$ cat src/rtl/uart_sample_rx.sv
// rtl/uart_sample_rx.sv - 8N1 UART receiver that pairs low/high bytes into 16-bit samples
// Glitch-rejecting start detect, framing-error break hold, and inter-byte gap timeout.
module uart_sample_rx #(
   parameter int CLK_FREQ = 10000,
   parameter int BAUD     = 1000,
   parameter int GAP_BITS = 20
) (
   input  logic        clk,
   input  logic        rst_n,
   input  logic        rx,
   output logic [15:0] sample,
   output logic        sample_valid,
   output logic [7:0]  byte_data,
   output logic        byte_valid,
   output logic        frame_err,
   output logic        timeout,
   output logic        busy
);
   localparam int DIV   = CLK_FREQ / BAUD;
   localparam int HALF  = DIV / 2;
   localparam int LIMIT = GAP_BITS * DIV;
   localparam int CW    = $clog2(DIV + 1);
   localparam int GW    = $clog2(LIMIT + 1);

   typedef enum logic [2:0] {S_IDLE, S_START, S_DATA, S_STOP, S_BREAK} state_t;

   state_t         state_q, state_d;
   logic           sync1_q, rx_s_q;
   logic [CW-1:0]  cnt_q, cnt_d;
   logic [2:0]     bit_q, bit_d;
   logic [7:0]     shift_q, shift_d;
   logic           half_q, half_d;
   logic [7:0]     low_q, low_d;
   logic [GW-1:0]  idle_q, idle_d;
   logic [15:0]    sample_q, sample_d;
   logic [7:0]     byte_q, byte_d;
   logic           sv_q, sv_d, bv_q, bv_d, fe_q, fe_d, to_q, to_d;
   logic           start_det, sample_pt, byte_good, stop_bad, gap_expire;

   always_ff @(posedge clk or negedge rst_n) begin
      if (!rst_n) begin
         sync1_q <= 1'b1;
         rx_s_q  <= 1'b1;
      end else begin
         sync1_q <= rx;
         rx_s_q  <= sync1_q;
      end
   end

   always_ff @(posedge clk or negedge rst_n) begin
      if (!rst_n) state_q <= S_IDLE;
      else        state_q <= state_d;
   end

   always_comb begin
      state_d = state_q;
      case (state_q)
         S_IDLE:  if (start_det) state_d = S_START;
         S_START: if (sample_pt) state_d = rx_s_q ? S_IDLE : S_DATA;
         S_DATA:  if (sample_pt && bit_q == 3'd7) state_d = S_STOP;
         S_STOP:  if (sample_pt) state_d = rx_s_q ? S_IDLE : S_BREAK;
         S_BREAK: if (rx_s_q) state_d = S_IDLE;
         default: state_d = S_IDLE;
      endcase
   end

   always_comb begin
      start_det = (state_q == S_IDLE) && !rx_s_q;
      sample_pt = ((state_q == S_START) && (cnt_q == CW'(HALF))) ||
                  (((state_q == S_DATA) || (state_q == S_STOP)) && (cnt_q == CW'(DIV)));
      byte_good = (state_q == S_STOP) && sample_pt && rx_s_q;
      stop_bad  = (state_q == S_STOP) && sample_pt && !rx_s_q;
      // A start edge on the expiry cycle wins: the pending low byte survives.
      gap_expire = half_q && (state_q == S_IDLE) && !start_det && (idle_q == GW'(LIMIT - 1));
   end

   always_comb begin
      cnt_d    = cnt_q + CW'(1);
      bit_d    = bit_q;
      shift_d  = shift_q;
      half_d   = half_q;
      low_d    = low_q;
      idle_d   = '0;
      sample_d = sample_q;
      byte_d   = byte_q;
      sv_d     = 1'b0;
      bv_d     = 1'b0;
      fe_d     = stop_bad;
      to_d     = gap_expire;
      if (start_det || sample_pt)
         cnt_d = CW'(1);
      else if (state_q == S_IDLE || state_q == S_BREAK)
         cnt_d = '0;
      if (state_q == S_START && sample_pt)
         bit_d = 3'd0;
      if (state_q == S_DATA && sample_pt) begin
         bit_d   = bit_q + 3'd1;
         shift_d = {rx_s_q, shift_q[7:1]};
      end
      if (half_q && state_q == S_IDLE && !start_det && !gap_expire)
         idle_d = idle_q + GW'(1);
      if (byte_good) begin
         bv_d   = 1'b1;
         byte_d = shift_q;
         if (half_q) begin
            sample_d = {shift_q, low_q};
            sv_d     = 1'b1;
            half_d   = 1'b0;
         end else begin
            low_d  = shift_q;
            half_d = 1'b1;
         end
      end
      if (stop_bad || gap_expire)
         half_d = 1'b0;
   end

   always_ff @(posedge clk or negedge rst_n) begin
      if (!rst_n) begin
         cnt_q    <= '0;
         bit_q    <= '0;
         shift_q  <= '0;
         half_q   <= 1'b0;
         low_q    <= '0;
         idle_q   <= '0;
         sample_q <= '0;
         byte_q   <= '0;
         sv_q     <= 1'b0;
         bv_q     <= 1'b0;
         fe_q     <= 1'b0;
         to_q     <= 1'b0;
      end else begin
         cnt_q    <= cnt_d;
         bit_q    <= bit_d;
         shift_q  <= shift_d;
         half_q   <= half_d;
         low_q    <= low_d;
         idle_q   <= idle_d;
         sample_q <= sample_d;
         byte_q   <= byte_d;
         sv_q     <= sv_d;
         bv_q     <= bv_d;
         fe_q     <= fe_d;
         to_q     <= to_d;
      end
   end

   assign sample       = sample_q;
   assign sample_valid = sv_q;
   assign byte_data    = byte_q;
   assign byte_valid   = bv_q;
   assign frame_err    = fe_q;
   assign timeout      = to_q;
   assign busy         = (state_q != S_IDLE);
endmodule

$ cat config.mk
export PLATFORM = sky130hd
export DESIGN_NAME = uart_sample_rx
export DESIGN_NICKNAME = d
export VERILOG_FILES = /design/src/rtl/uart_sample_rx.sv
export SDC_FILE = /design/constraint.sdc
export NUM_CORES = 1
export LEC_CHECK = 0
export CORE_ASPECT_RATIO = 1.75
export CORE_MARGIN = 2
export CORE_UTILIZATION = 49
export CTS_CLUSTER_DIAMETER = 30
export DETAILED_ROUTE_END_ITERATION = 8
export GPL_TIMING_DRIVEN = 0
export PLACE_DENSITY = 0.74
export SLEW_MARGIN = 0
export SYNTH_ARGS = -nofsm -noshare
export SYNTH_HDL_FRONTEND = slang
export SYNTH_SLANG_ARGS = --single-unit
$ cat constraint.sdc
create_clock -name clk -period 1.9 [get_ports clk]
set_clock_uncertainty 0.05 [all_clocks]
set_input_delay 0.475 -clock clk [delete_from_list [all_inputs] [get_ports clk]]
set_output_delay 0.475 -clock clk [all_outputs]
set_load 0.03 [all_outputs]
==> results.sh <==
export IMPL_outcome="completed"
export IMPL_routed_via_density=5.14
export IMPL_vias=1620
export IMPL_antenna_left=0
export IMPL_core_area_um2=5300
export IMPL_first_pass_iters=4
export IMPL_syn_inst=190
export IMPL_sw_frac_of_total_pct=27.4
export IMPL_total_power_mw=3.38
export IMPL_cp_slowest_cell="clkdlybuf4s50_1"
export IMPL_synth_edf_count=0
export IMPL_min_period_over_period_pct=97.0
export IMPL_h_tree_depth=3
export IMPL_max_freq_mhz=542
export IMPL_power_density_nw_per_um2=993
export IMPL_num_nets_final=245
export IMPL_die_h_um=102
export IMPL_path_cells="clkdlybuf4s50_1"
export IMPL_power_internal_mw=2.45
export IMPL_drt_initial_drc_count=47
export IMPL_max_stage_delay_ns=0.66
export IMPL_grt_pass1_vias=1590
export IMPL_remaining_drc_errors=0
export IMPL_area_growth_syn_to_layout_pct=26.5
export IMPL_layout_drive_gt1_share_pct=33.2
export IMPL_relSlewSlack_pct=48.1
export IMPL_io_pins=32
export IMPL_clk_latency_ns=0.33
export IMPL_dp_slack_ns=-0.210
export IMPL_gr_total_overflow=0
export IMPL_synth_area_um2=2690
export IMPL_routedWlPerCell_um=14.2
export IMPL_tightest_slew_ns=0.778
export IMPL_path_clk_slew_ns=0.07
export IMPL_hp_class="in2async"
export IMPL_ys_flop_type="dfrtp_1"
export IMPL_arrival_ns=1.32
export IMPL_cts_buffer_depth=2
export IMPL_maxSlewViolCount=0
export IMPL_path_max_fanout=1
export IMPL_setup_slack_ns=0.0566
export IMPL_routed_wl_mm=4.46
export IMPL_period_minus_slack_ns=1.84
export IMPL_setup_viol=0
export IMPL_clockRootBuffer="clkbuf_8"
export IMPL_ys_warn_count=0
export IMPL_clock_sinks=65
export IMPL_power_frac_clock_pct=37.1
export IMPL_cts_tree="done"
export IMPL_hold_viol=0
export IMPL_hpwlAfterDp_mm=2.99
export IMPL_rows=35
export IMPL_grt_start_max_net_pins=66
export IMPL_p_leak_nw=2.01
export IMPL_drv_cap=0
export IMPL_endpoint_kind="output pin"
export IMPL_io_buffers=31
export IMPL_die_w_um=60.0
export IMPL_seqPwrFrac_pct=46.6
export IMPL_place_congestion=0.750
export IMPL_combPwrFrac_pct=16.3
export IMPL_rsz0062_at_grt="yes"
export IMPL_start_kind="flop"
export IMPL_antenna_found_initial=0
export IMPL_grt_pass1_wl_mm=7.77
export IMPL_ys_ff_latch=65
export IMPL_final_util_pct=64.2
export IMPL_start_util_pct=50.8
export IMPL_syn_area_per_cell_um2=14.2
export IMPL_grt_usage_pct=17.3
export IMPL_vdd_ir_drop_worst_uv=533
export IMPL_die_area_um2=6120
export IMPL_crit_type="reg2out"
export IMPL_cp_num_buf_inv=1
export IMPL_diodes=0
export IMPL_yosysUniqueCellTypes=35
export IMPL_ys_async_sr_fraction_pct=100
export IMPL_cp_data_required_time_ns=1.37
export IMPL_ys_seq_area_share_pct=60.5
export IMPL_p_switching_mw=0.924
export IMPL_cts_buffers=9
export IMPL_syn_nets=199
export IMPL_crit_family="buffers and inverters"
-- metal layers --
metal  wire [um]  vias to the layer above  GRT usage [%]
li1            -                      758              -
met1        1780                      822           21.6
met2        2430                       31           27.2
met3         164                        9           5.44
met4          82                        0           7.69
met5           0                        -              0
-- power groups by stage --
stage | registers [mW] | logic (mW) | clock network [mW]
after detailed placement | 1.60 | 0.536 | 0
after CTS | 1.57 | 0.557 | 1.29
after global placement | 1.59 | 0.518 | 0
after floorplan | 1.58 | 0.408 | 0
after global routing | 1.59 | 0.625 | 1.35
final | 1.57 | 0.550 | 1.25
-- synthesized netlist by cell type, types with 2 or more instances --
| cell type | n | area, um^2 |
|---|---|---|
| a22o_1 | 3 | 26.3 |
| buf_4 | 2 | 15.0 |
| dfrtp_1 | 63 | 1580 |
| dfstp_2 | 2 | 52.6 |
| ha_1 | 6 | 75.1 |
| inv_1 | 6 | 22.5 |
| mux2_2 | 32 | 360 |
| mux2_4 | 9 | 135 |
| nand2_1 | 5 | 18.8 |
| nand3_1 | 10 | 50.1 |
| nand4_1 | 2 | 12.5 |
| nor2_1 | 14 | 52.6 |
| nor2_4 | 2 | 22.5 |
| nor3_1 | 7 | 35.0 |
| xnor2_1 | 4 | 35.0 |
| xor2_1 | 4 | 35.0 |
-- cells in the final DEF, fill, tap and decap left out, drive strengths merged --
master,n
a22o,3
xor2,4
dlygate4sd2,7
nand4,3
xnor2,4
dfrtp,63
dlymetal6s2s,19
clkdlybuf4s50,3
clkbuf,10
nor2b,1
inv,6
a211oi,1
a21oi,1
and3,2
buf,10
ha,6
a31o,1
bufinv,2
and2b,2
nor2,16
clkinv,4
clkinvlp,1
or2,1
o311ai,1
nor4,1
nand3,11
nand2,5
a211o,1
mux2,41
nor4b,1
and2,1
nor3,7
dfstp,2
-- cells by family after synthesis --
family | after synthesis | share of synthesized area, %
DFF | 65 | 60.5
and+or+nand+nor | 51 | 11.1
xor gates and xnor gates | 8 | 2.60
AOI/OAI and AO/OA | 8 | 2.42
buffers and inverters | 11 | 2.14
muxes | 41 | 18.4
adders and majority gates | 6 | 2.79
-- layout make-up --
class,instances,area (um^2)
Fill cell,400,1900
Sequential cell,65,1630
Multi-Input combinational cell,114,1020
Timing Repair Buffer,35,384
Clock buffer,9,124
Clock inverter,7,95.1
Tap cell,74,92.6
Buffer,5,35.0
Inverter,6,22.5
-- final timing paths --
| check | from | end | slack [ns] | cells after the start |
|---|---|---|---|---|
| setup / recovery | frame_err | frame_err | 0.06 | 1 |
| hold / removal | rst_n | byte_data[6] | 0.17 | 1 |
| setup reg to reg | state_q[2] | sample[6] | 0.08 | 5 |
| hold reg to reg | sync1_q | rx_s_q | 0.31 | 0 |
| max in group asynchronous | rst_n | state_q[2] | 1.09 | 1 |
| min in group clk | sync1_q | rx_s_q | 0.31 | 0 |
-- state kept, by name, indices dropped and copies added (netlist names), 3 cells and up --
name / count
sample: 16
state_q: 3
cnt_q: 4
low_q: 8
idle_q: 8
bit_q: 3
byte_data: 8
shift_q: 8
-- stage by stage --
step	hold WS (ns)	cells	area (um^2)	setup TNS [ns]
5_1_grt	0.242	315	3400	-0.0109
2_1_floorplan	0.129	190	2690	0
3_3_place_gp	0.296	295	3090	-114.18
4_1_cts	0.199	314	3340	-0.0773
3_5_place_dp	0.300	295	3090	-1.71
6_report	0.167	315	3400	0
-- repair_timing --
| action | 4_1_cts | 5_1_grt |
|---|---|---|
| pin swaps | 2 | 2 |
| gates resized for setup | 12 | 24 |
| hold buffers | 0 | 0 |
| setup buffers | 3 | 1 |
| endpoints found under the setup margin | 16 | 42 |
Note: power is estimated with default switching activity, not from simulation.
